## src/rtl/req_latch_arbiter.sv

```systemverilog
// Latching fixed-priority arbiter: captures a request vector, then issues one-hot grants
// one at a time in priority order until the latched vector is drained.
// Optional gnt_idx output is enabled by defining REQ_LATCH_ARBITER_GNT_IDX_EN.
module req_latch_arbiter #(
  parameter int PRIO_MSB = 1
) (
  input  logic       clk,
  input  logic       rst_n,
  input  logic       req_valid,
  output logic       req_ready,
  input  logic [7:0] req,
  output logic       gnt_valid,
  input  logic       gnt_ready,
  output logic [7:0] gnt,
  output logic       busy
`ifdef REQ_LATCH_ARBITER_GNT_IDX_EN
  ,
  output logic [2:0] gnt_idx
`endif
);

  typedef enum logic [1:0] {S_IDLE, S_ARB, S_GRANT} state_t;

  state_t     r_state;
  state_t     w_state_nxt;
  logic [7:0] r_pending;
  logic [7:0] r_gnt;
  logic       r_gnt_valid;
  logic [7:0] w_pick;
  logic [7:0] w_remain;

  // Highest-priority set bit; later loop iterations override earlier ones.
  function automatic logic [7:0] f_pick(input logic [7:0] v);
    logic [7:0] onehot;
    onehot = '0;
    if (PRIO_MSB != 0) begin
      for (int i = 0; i < 8; i++) if (v[i]) begin onehot = '0; onehot[i] = 1'b1; end
    end else begin
      for (int i = 7; i >= 0; i--) if (v[i]) begin onehot = '0; onehot[i] = 1'b1; end
    end
    return onehot;
  endfunction

  assign w_pick   = f_pick(r_pending);
  assign w_remain = r_pending & ~r_gnt;

  always_ff @(posedge clk or negedge rst_n) begin
    if (!rst_n) r_state <= S_IDLE;
    else        r_state <= w_state_nxt;
  end

  always_comb begin
    w_state_nxt = r_state;
    case (r_state)
      S_IDLE:  if (req_valid && (req != 8'h00)) w_state_nxt = S_ARB;
      S_ARB:   w_state_nxt = S_GRANT;
      S_GRANT: if (gnt_ready) w_state_nxt = (w_remain != 8'h00) ? S_ARB : S_IDLE;
      default: w_state_nxt = S_IDLE;
    endcase
  end

  always_comb begin
    req_ready = (r_state == S_IDLE);
    busy      = (r_state != S_IDLE);
    gnt       = r_gnt;
    gnt_valid = r_gnt_valid;
  end

  always_ff @(posedge clk or negedge rst_n) begin
    if (!rst_n) begin
      r_pending   <= '0;
      r_gnt       <= '0;
      r_gnt_valid <= 1'b0;
    end else begin
      case (r_state)
        S_IDLE: if (req_valid) r_pending <= req;
        S_ARB: begin
          r_gnt       <= w_pick;
          r_gnt_valid <= 1'b1;
        end
        S_GRANT: if (gnt_ready) begin
          r_pending   <= w_remain;
          r_gnt       <= '0;
          r_gnt_valid <= 1'b0;
        end
        default: begin
          r_pending   <= '0;
          r_gnt       <= '0;
          r_gnt_valid <= 1'b0;
        end
      endcase
    end
  end

`ifdef REQ_LATCH_ARBITER_GNT_IDX_EN
  logic [2:0] r_gnt_idx;
  logic [2:0] w_pick_idx;

  always_comb begin
    w_pick_idx = '0;
    for (int i = 0; i < 8; i++) if (w_pick[i]) w_pick_idx = 3'(i);
  end

  always_ff @(posedge clk or negedge rst_n) begin
    if (!rst_n)                              r_gnt_idx <= '0;
    else if (r_state == S_ARB)               r_gnt_idx <= w_pick_idx;
    else if (r_state != S_GRANT || gnt_ready) r_gnt_idx <= '0;
  end

  assign gnt_idx = r_gnt_idx;
`endif

endmodule

```

## config.mk

```make
export PLATFORM = sky130hd
export DESIGN_NAME = req_latch_arbiter
export DESIGN_NICKNAME = d
export VERILOG_FILES = /design/src/rtl/req_latch_arbiter.sv
export SDC_FILE = /design/constraint.sdc
export NUM_CORES = 1
export LEC_CHECK = 0
export BUFFER_PORTS_ARGS = -buffer_cell sky130_fd_sc_hd__buf_2
export CAP_MARGIN = 25
export CORE_UTILIZATION = 55
export DETAILED_ROUTE_END_ITERATION = 10
export GPL_ROUTABILITY_DRIVEN = 0
export GPL_TIMING_DRIVEN = 1
export PLACE_DENSITY_LB_ADDON = 0.1
export SYNTH_ARGS = -nofsm -noshare
export SYNTH_HDL_FRONTEND = slang
export SYNTH_SLANG_ARGS = --single-unit
```

## constraint.sdc

```tcl
create_clock -name clk -period 4.2 [get_ports clk]
set_clock_uncertainty 0.2 [all_clocks]
set_input_delay 0.84 -clock clk [delete_from_list [all_inputs] [get_ports clk]]
set_output_delay 0.84 -clock clk [all_outputs]
set_load 0.005 [all_outputs]
```

==> run_results.csv, run 1 <==
group,metric,value,unit
die,dieHeight,44.4,um
worst_setup_path,r2r_cells,4,
cts,cts_buffers,3,
run,drv_cap,0,
logic_synthesis,async_flop_share,100,%
timing,slew_headroom,51.0,%
logic_synthesis,synth_top_cell_area_share,48.2,%
timing,hold_viol_final,0,
logic_synthesis,synth_most_common_cell,"dfrtp_1",
die,initial_core_util,61.9,%
worst_hold_path,min_path_type,"in2async",
timing,setup-tns-final,0,ns
placement,placed_area,1100,um^2
timing,report.final.slew_viol_count,0,
route,post-route-drc-count,0,
final_layout,postLayoutCellArea,1120,um^2
route,viasPerCell,5.66,
final_layout,utilization,70.4,%
die,die_area,1970,um^2
cts,clock-root-buffer,"clkbuf_4",
timing,max_freq,405,MHz
route,dr_wl_met2,944,um
route,wl_met1,962,um
worst_setup_path,worstReg2RegStart,"r_state[1]",
timing,finalCriticalPeriod,2.47,ns
timing,fin_crit_sh,58.9,%
route,route.met3.wl,87,um
cts,htree_levels,1,
logic_synthesis,yosys.area.top_type,"dfrtp_1",
logic_synthesis,synth_cell_types,27,
cts,cts_hold_buf,0,
final_layout,drive_above_1_share,22.3,%
placement,port_buffers,22,
die,rows,14,
worst_setup_path,critPathArrivalTime,1.43,ns
final_layout,area_growth,13.7,%
cts,cts_tree,"yes",
power_and_ir_drop,p_leak,0.541,nW
worst_setup_path,rr_endpoint,"gnt[0]",
route,drt_wl_total,2020,um
logic_synthesis,syn_nets,122,
timing,setup-violations-final,0,
placement,hpwlAfterDp,1480,um
cts,worstSkewPairLatency,0.29,ns
worst_setup_path,worstSetupPathType,"reg2out",
timing,rsz0062_at_grt,"false",
final_layout,nets,143,
placement,place_ws,1.91,ns
grt,gr-total-overflow,0,
route,drt_iter0_markers,25,
cts,post_cts_buffers,0,
timing,worst_slew_pin_slew,0.736,ns
logic_synthesis,ys_top_cells_by_count,"dfrtp_1 (19), nand2_1 (15), inv_1 (11), nor2_1 (11), o2bb2ai_1 (8)",
timing,fin_ws,1.73,ns
cts,clockBufferDepth,2,
cts,clkTransAtPathRegs,0.10,ns
cts,cts_sinks,19,
die,die_w,44.4,um
logic_synthesis,avgSynthCellArea,8.97,um^2
worst_setup_path,path_max_fanout,28,
power_and_ir_drop,totalPowerFinal,0.000727,W
grt,grt_pass1_wl,3180,um
logic_synthesis,seq_area_frac_synth,48.2,%
grt,grt_pass1_vias,749,
grt,antenna_found_initial,0,
logic_synthesis,yosys_warnings,0,
worst_setup_path,r2r_slack,1.88,ns
final_layout,num_antenna_cells,0,
outcome,outcome,"finished clean",
worst_setup_path,required,3.16,ns
worst_setup_path,crit_end,"busy",
logic_synthesis,synth_edf_count,0,
grt,track_usage,22.2,%
logic_synthesis,synth_cells,110,
logic_synthesis,ys_seq_elements,19,
worst_setup_path,crit_path_end_kind,"primary output",
logic_synthesis,ys_top_cells_by_area,"dfrtp_1 (48%), o2bb2ai_1 (7.1%), nand2_1 (5.7%)",
route,antenna_left,0,
logic_synthesis,syn_area,987,um^2
die,core,1590,um^2
logic_synthesis,ys.flop_type,"dfrtp_1",
die,io_pins,23,
route,vias,871,
power_and_ir_drop,ir_drop,0.390,mV
route,topRoutingLayerUsed,"met4",
grt,grt_max_degree,29,
cts,ctsResizeCount,0,
worst_setup_path,startpoint,"r_state[1]",
route,firstDrtPassIters,4,
route,wire_per_inst,13.1,um
worst_setup_path,start_kind,"register",
power_and_ir_drop,p_per_area,648,nW/um^2
==> area by class of cell <==
type	instances	area, um^2
fill	128	472
sequential	19	475
inverter	11	41.3
tap	24	30.0
clock buffer	4	26.3
timing repair buffer	22	110
multi-input combinational	74	439
==> power breakdown <==
part / leakage, nW / total [W] / internal, W / switching (W)
Sequential: 0.247 / 0.000368 / 0.000253 / 0.000115
Combinational: 0.279 / 0.000269 / 0.000136 / 0.000134
Clock: 0.0150 / 0.0000898 / 0.0000369 / 0.0000529
Total: 0.541 / 0.000727 / 0.000425 / 0.000302
==> worst min path at each step <==
stage               from           end  slack, ns  depth (start not counted)
2_1_floorplan  gnt_valid     gnt_valid       0.27                          1
3_3_place_gp   gnt_valid     gnt_valid       0.26                          1
3_5_place_dp   gnt_valid     gnt_valid       0.27                          1
4_1_cts            rst_n  r_pending[0]       0.28                          1
5_1_grt            rst_n  r_pending[0]       0.30                          1
6_report           rst_n  r_pending[0]       0.27                          1
==> layer usage <==
metal,global-route usage [%],up-vias
met2,36.8,26
met3,2.45,5
li1,-,430
met1,30.5,410
met4,7.27,0
met5,0,-
==> cells in the final DEF, fill, tap and decap left out <==
master     synthesis  layout
buf_2              1      22
dfrtp_1           19      19
nand2_1           15      15
nor2_1            11      11
inv_1             11      11
o2bb2ai_1          8       8
o21ai_0            7       7
a21oi_1            6       6
a31oi_1            6       6
a22o_1             3       3
nor4_1             3       3
clkbuf_4           0       3
a21o_1             2       2
nand2b_1           2       2
or4b_4             1       1
or4_4              1       1
nor2_2             1       1
a32o_2             1       1
mux2i_1            1       1
o21a_1             1       1
nor2b_1            1       1
a222oi_1           1       1
a211oi_1           1       1
nand3b_1           1       1
nor3_1             1       1
clkbuf_1           3       1
==> logic make-up after synthesis <==
logic type | after synthesis | share of synthesized area, %
mux | 1 | 1.01
simple gates | 37 | 18.1
compound gates | 36 | 25.3
flops | 19 | 48.2
buf+inv | 17 | 7.35
==> through the flow <==
| stage | instances | hold WS (ns) |
|---|---|---|
| after CTS | 154 | 0.276 |
| after floorplan | 110 | 0.274 |
| after global routing | 154 | 0.300 |
| after global placement | 150 | 0.265 |
| after detailed placement | 150 | 0.273 |
| final | 154 | 0.267 |
==> registers in the layout, summed over array words and instances (netlist names) <==
name / count
gnt: 8
gnt_valid: 1
r_state: 2
r_pending: 8
==> worst max-delay path, stage by stage, from the launching register on <==
cell     delay, ns
dfrtp_1       0.83
nor2_1        0.14
inv_1         0.07
buf_2         0.10
Note: power is estimated with default switching activity, not from simulation.
==> inputs of run 2 (changes only) <==
- CORE_UTILIZATION: 55 -> 51
- clock period: 4.2 -> 2.59 ns (I/O delays scaled with it)
==> run_results.csv, run 2 (synthesis results as in run 1) <==
group,metric,value,unit
route,vias,869,
cts,cts_buffers,3,
die,dieHeight,46.0,um
cts,worstSkewPairLatency,0.29,ns
timing,rsz0062_at_grt,"false",
final_layout,area_growth,16.3,%
placement,dp.cells,153,
die,io_pins,23,
cts,htree_levels,1,
cts,clock-root-buffer,"clkbuf_4",
cts,post_cts_buffers,0,
cts,cts_tree,"yes",
worst_setup_path,required,2.62,ns
route,antenna_left,0,
timing,fin_crit_sh,76.4,%
worst_setup_path,start_kind,"register",
cts,cts_sinks,19,
power_and_ir_drop,p_leak,0.555,nW
worst_setup_path,critPathBufInv,0,
final_layout,fin_cells,158,
grt,gr-total-overflow,0,
timing,slew_headroom,69.6,%
worst_setup_path,worst_path_max_delay_cell,"or4b_4",
worst_setup_path,critPathArrivalTime,2.01,ns
cts,cts_hold_buf,1,
placement,port_buffers,22,
final_layout,nets,146,
grt,track_usage,23.2,%
power_and_ir_drop,ir_drop,0.751,mV
timing,hold_viol_final,0,
worst_setup_path,path_cells,"or4b_4 -> or4_4 -> nor2_2 -> a32o_2",
final_layout,mostFrequentLayoutCell,"buf_2",
die,rows,15,
worst_hold_path,min_path_type,"reg2reg",
worst_setup_path,r2r_slack,0.61,ns
die,die_area,2120,um^2
route,drt_iter0_markers,37,
worst_setup_path,cpPeakStageDelay,0.56,ns
placement,hpwlAfterDp,1590,um
grt,grt_max_degree,28,
final_layout,final_cell_mix,"buf_2 (22), dfrtp_1 (19), nand2_1 (15), nor2_1 (11), inv_1 (11)",
timing,setup-violations-final,0,
cts,clockBufferDepth,2,
worst_setup_path,crit_path_end_kind,"register",
timing,worst_slew_pin_slew,0.455,ns
worst_setup_path,critical-path-top-delay-family,"simple AND/OR/NAND/NOR gates",
final_layout,drive_above_1_share,23.3,%
route,post-route-drc-count,0,
cts,ctsResizeCount,0,
grt,antenna_found_initial,0,
run,drv_cap,0,
route,wire_per_inst,13.4,um
worst_setup_path,worstSetupPathType,"reg2reg",
die,die_w,46.0,um
power_and_ir_drop,p_per_area,1060,nW/um^2
final_layout,num_antenna_cells,0,
grt,grt_pass1_wl,3450,um
die,core,1760,um^2
outcome,outcome,"finished clean",
route,firstDrtPassIters,4,
die,initial_core_util,56.0,%
timing,finalCriticalPeriod,1.98,ns
cts,clkTransAtPathRegs,0.10,ns
route,drt_wl_total,2120,um
grt,grt_pass1_vias,787,
timing,report.final.slew_viol_count,0,
timing,setup-tns-final,0,ns
route,viasPerCell,5.50,
worst_setup_path,path_max_fanout,6,
timing,max_freq,505,MHz
==> run 2: through the flow <==
step	hold slack (ns)	worst slack, ns	power, W	instance area, um^2	util (%)
floorplan	0.0224	0.622	0.000896	987	-
global placement	0.256	0.666	0.00106	1110	63.0
detailed placement	0.263	0.645	0.00107	1110	63.0
CTS	0.287	0.616	0.00121	1150	65.1
global route	0.310	0.522	0.00132	1150	65.1
finish	0.284	0.612	0.00121	1150	65.1
==> run 2: final cells by class <==
type	instances	area [um^2]
clock buffers	4	26.3
fillers	170	616
inverters	11	41.3
multi-input cells	74	439
flip-flops and latches	19	475
well taps	25	31.3
repair buffers	25	135
==> run 2: worst paths after layout <==
| kind | cells after the start | startpoint | end |
|---|---|---|---|
| max in group asynchronous | 2 | rst_n | gnt[2] |
| hold reg to reg | 1 | gnt_valid | gnt_valid |
| setup reg to reg | 4 | r_pending[7] | gnt[0] |
| min in group asynchronous | 2 | rst_n | gnt[1] |
| hold / removal | 1 | gnt_valid | gnt_valid |
| setup / recovery | 4 | r_pending[7] | gnt[0] |
==> run 2: power breakdown <==
group          switching [W]  leakage, nW  internal (W)
sequential          0.000113        0.247      0.000412
combinational       0.000304        0.293      0.000239
clock              0.0000845       0.0150     0.0000598
==> run 2: routing by layer <==
metal / GRT usage, % / up-vias / routed length (um)
li1: - / 434 / -
met1: 32.8 / 410 / 1020
met2: 35.8 / 23 / 1010
met3: 3.17 / 2 / 73
met4: 8.82 / 0 / 14
met5: 0 / - / 0
==> run 2: worst reg2reg max path, cell delays in order, from the launching register on <==
cell     delay, ns
dfrtp_1       0.45
or4b_4        0.56
or4_4         0.44
nor2_2        0.11
a32o_2        0.17
==> inputs of run 3 (changes only) <==
- clock period: 2.59 -> 1.98 ns (I/O delays scaled with it)
==> run_results.csv, run 3 (synthesis results as in run 1) <==
group,metric,value,unit
worst_setup_path,worst_path_max_delay_cell,"or4b_4",
worst_setup_path,r2r_slack,0.04,ns
run,drv_cap,0,
cts,worstSkewPairLatency,0.30,ns
timing,setup-tns-final,0,ns
route,wire_per_inst,14.2,um
final_layout,drive_above_1_share,23.9,%
worst_hold_path,min_path_type,"in2reg",
power_and_ir_drop,ir_drop,0.831,mV
worst_setup_path,critPathArrivalTime,1.99,ns
grt,grt_pass1_wl,3550,um
timing,worst_slew_pin_slew,0.504,ns
timing,report.final.slew_viol_count,0,
worst_setup_path,path_cells,"or4b_4 -> or4_4 -> nor2_4 -> a32o_2",
final_layout,num_antenna_cells,0,
cts,htree_levels,1,
worst_hold_path,hold_depth,3,
route,antenna_left,0,
final_layout,fin_cells,159,
final_layout,area_growth,17.6,%
cts,clock-root-buffer,"clkbuf_4",
worst_setup_path,critical-path-top-delay-family,"simple AND/OR/NAND/NOR gates",
outcome,outcome,"finished clean",
cts,cts_sinks,19,
route,firstDrtPassIters,4,
route,viasPerCell,5.66,
route,drt_wl_total,2250,um
timing,finalCriticalPeriod,1.94,ns
power_and_ir_drop,p_leak,0.561,nW
worst_setup_path,worstReg2RegStart,"r_state[1]",
grt,track_usage,24.1,%
final_layout,nets,147,
worst_hold_path,min_to,"gnt_valid",
route,vias,900,
final_layout,postLayoutCellArea,1160,um^2
timing,hold_viol_final,0,
cts,clkTransAtPathRegs,0.11,ns
timing,rsz0062_at_grt,"true",
final_layout,mostFrequentLayoutCell,"buf_2",
cts,clockBufferDepth,2,
placement,dp.cells,154,
die,rows,15,
grt,gr-total-overflow,0,
worst_setup_path,worstSetupPathType,"reg2reg",
die,initial_core_util,56.0,%
final_layout,final_cell_mix,"buf_2 (22), dfrtp_1 (19), nand2_1 (15), nor2_1 (11), inv_1 (11)",
placement,port_buffers,22,
worst_hold_path,hold_start,"gnt_ready",
placement,hpwlAfterDp,1580,um
grt,antenna_found_initial,0,
worst_setup_path,critPathBufInv,0,
grt,grt_max_degree,28,
timing,fin_crit_sh,98.0,%
die,die_area,2120,um^2
die,io_pins,23,
power_and_ir_drop,totalPowerFinal,0.00162,W
worst_setup_path,required,2.03,ns
worst_setup_path,r2r_cells,4,
timing,setup-violations-final,0,
timing,slew_headroom,66.4,%
power_and_ir_drop,p_per_area,1390,nW/um^2
worst_setup_path,crit_path_end_kind,"register",
placement,placed_area,1120,um^2
worst_setup_path,cpPeakStageDelay,0.56,ns
die,die_w,46.0,um
worst_setup_path,path_max_fanout,4,
worst_setup_path,rr_endpoint,"gnt[0]",
route,drt_iter0_markers,28,
grt,grt_pass1_vias,814,
die,dieHeight,46.0,um
timing,max_freq,515,MHz
cts,cts_buffers,3,
worst_setup_path,start_kind,"register",
cts,cts_tree,"yes",
route,post-route-drc-count,0,
die,core,1760,um^2
==> run 3: through the flow <==
step	hold slack (ns)	utilization (%)	worst slack, ns
3_5_place_dp	0.155	63.5	0.0736
3_3_place_gp	0.147	63.5	0.0987
6_report	0.205	65.8	0.0397
5_1_grt	0.226	65.8	-0.00240
2_1_floorplan	-0.0996	-	0.0117
4_1_cts	0.205	65.5	0.0491
==> run 3: worst max path at each step <==
stage	slack, ns	cells past startpoint	start	endpoint
2_1_floorplan	0.01	5	r_state[1]	gnt[0]
3_3_place_gp	0.1	4	r_state[1]	gnt[0]
3_5_place_dp	0.07	4	r_state[1]	gnt[0]
4_1_cts	0.05	4	r_state[1]	gnt[0]
5_1_grt	-0.002	4	r_state[1]	gnt[0]
6_report	0.04	4	r_state[1]	gnt[0]
==> run 3: cell type report <==
cell class                 instances  area, um^2
multi-input combinational         74         444
inverter                          11        41.3
tap                               25        31.3
timing repair buffer              26         143
clock buffer                       4        26.3
fill                             154         603
sequential                        19         475
==> run 3: routing by layer <==
layer	part of all wire (%)	wire length [um]	vias to the layer above	GRT usage (%)
met2	46	1040	23	36.1
met3	3.3	75	4	2.38
li1	-	-	436	-
met1	48	1090	437	34.3
met5	0	0	-	0
met4	1.8	41	0	12.9
==> run 3: timing repair <==
item                                    4_1_cts  5_1_grt
hold buffers                                  1        0
endpoints found under the setup margin        0        1
setup buffers                                 0        0
hold endpoints to repair                     19        0
resized for setup                             0        1
==> run 3: tightest hold or removal path, cell delays in order <==
cell and delay (ns):
buf_2 0.11, o21ai_0 0.08, o21a_1 0.10
==> run 3: power by group <==
part	internal [W]	total, W	switching [W]
Sequential	0.000538	0.000677	0.000139
Combinational	0.000324	0.000744	0.000420
Clock	0.0000786	0.000198	0.000119
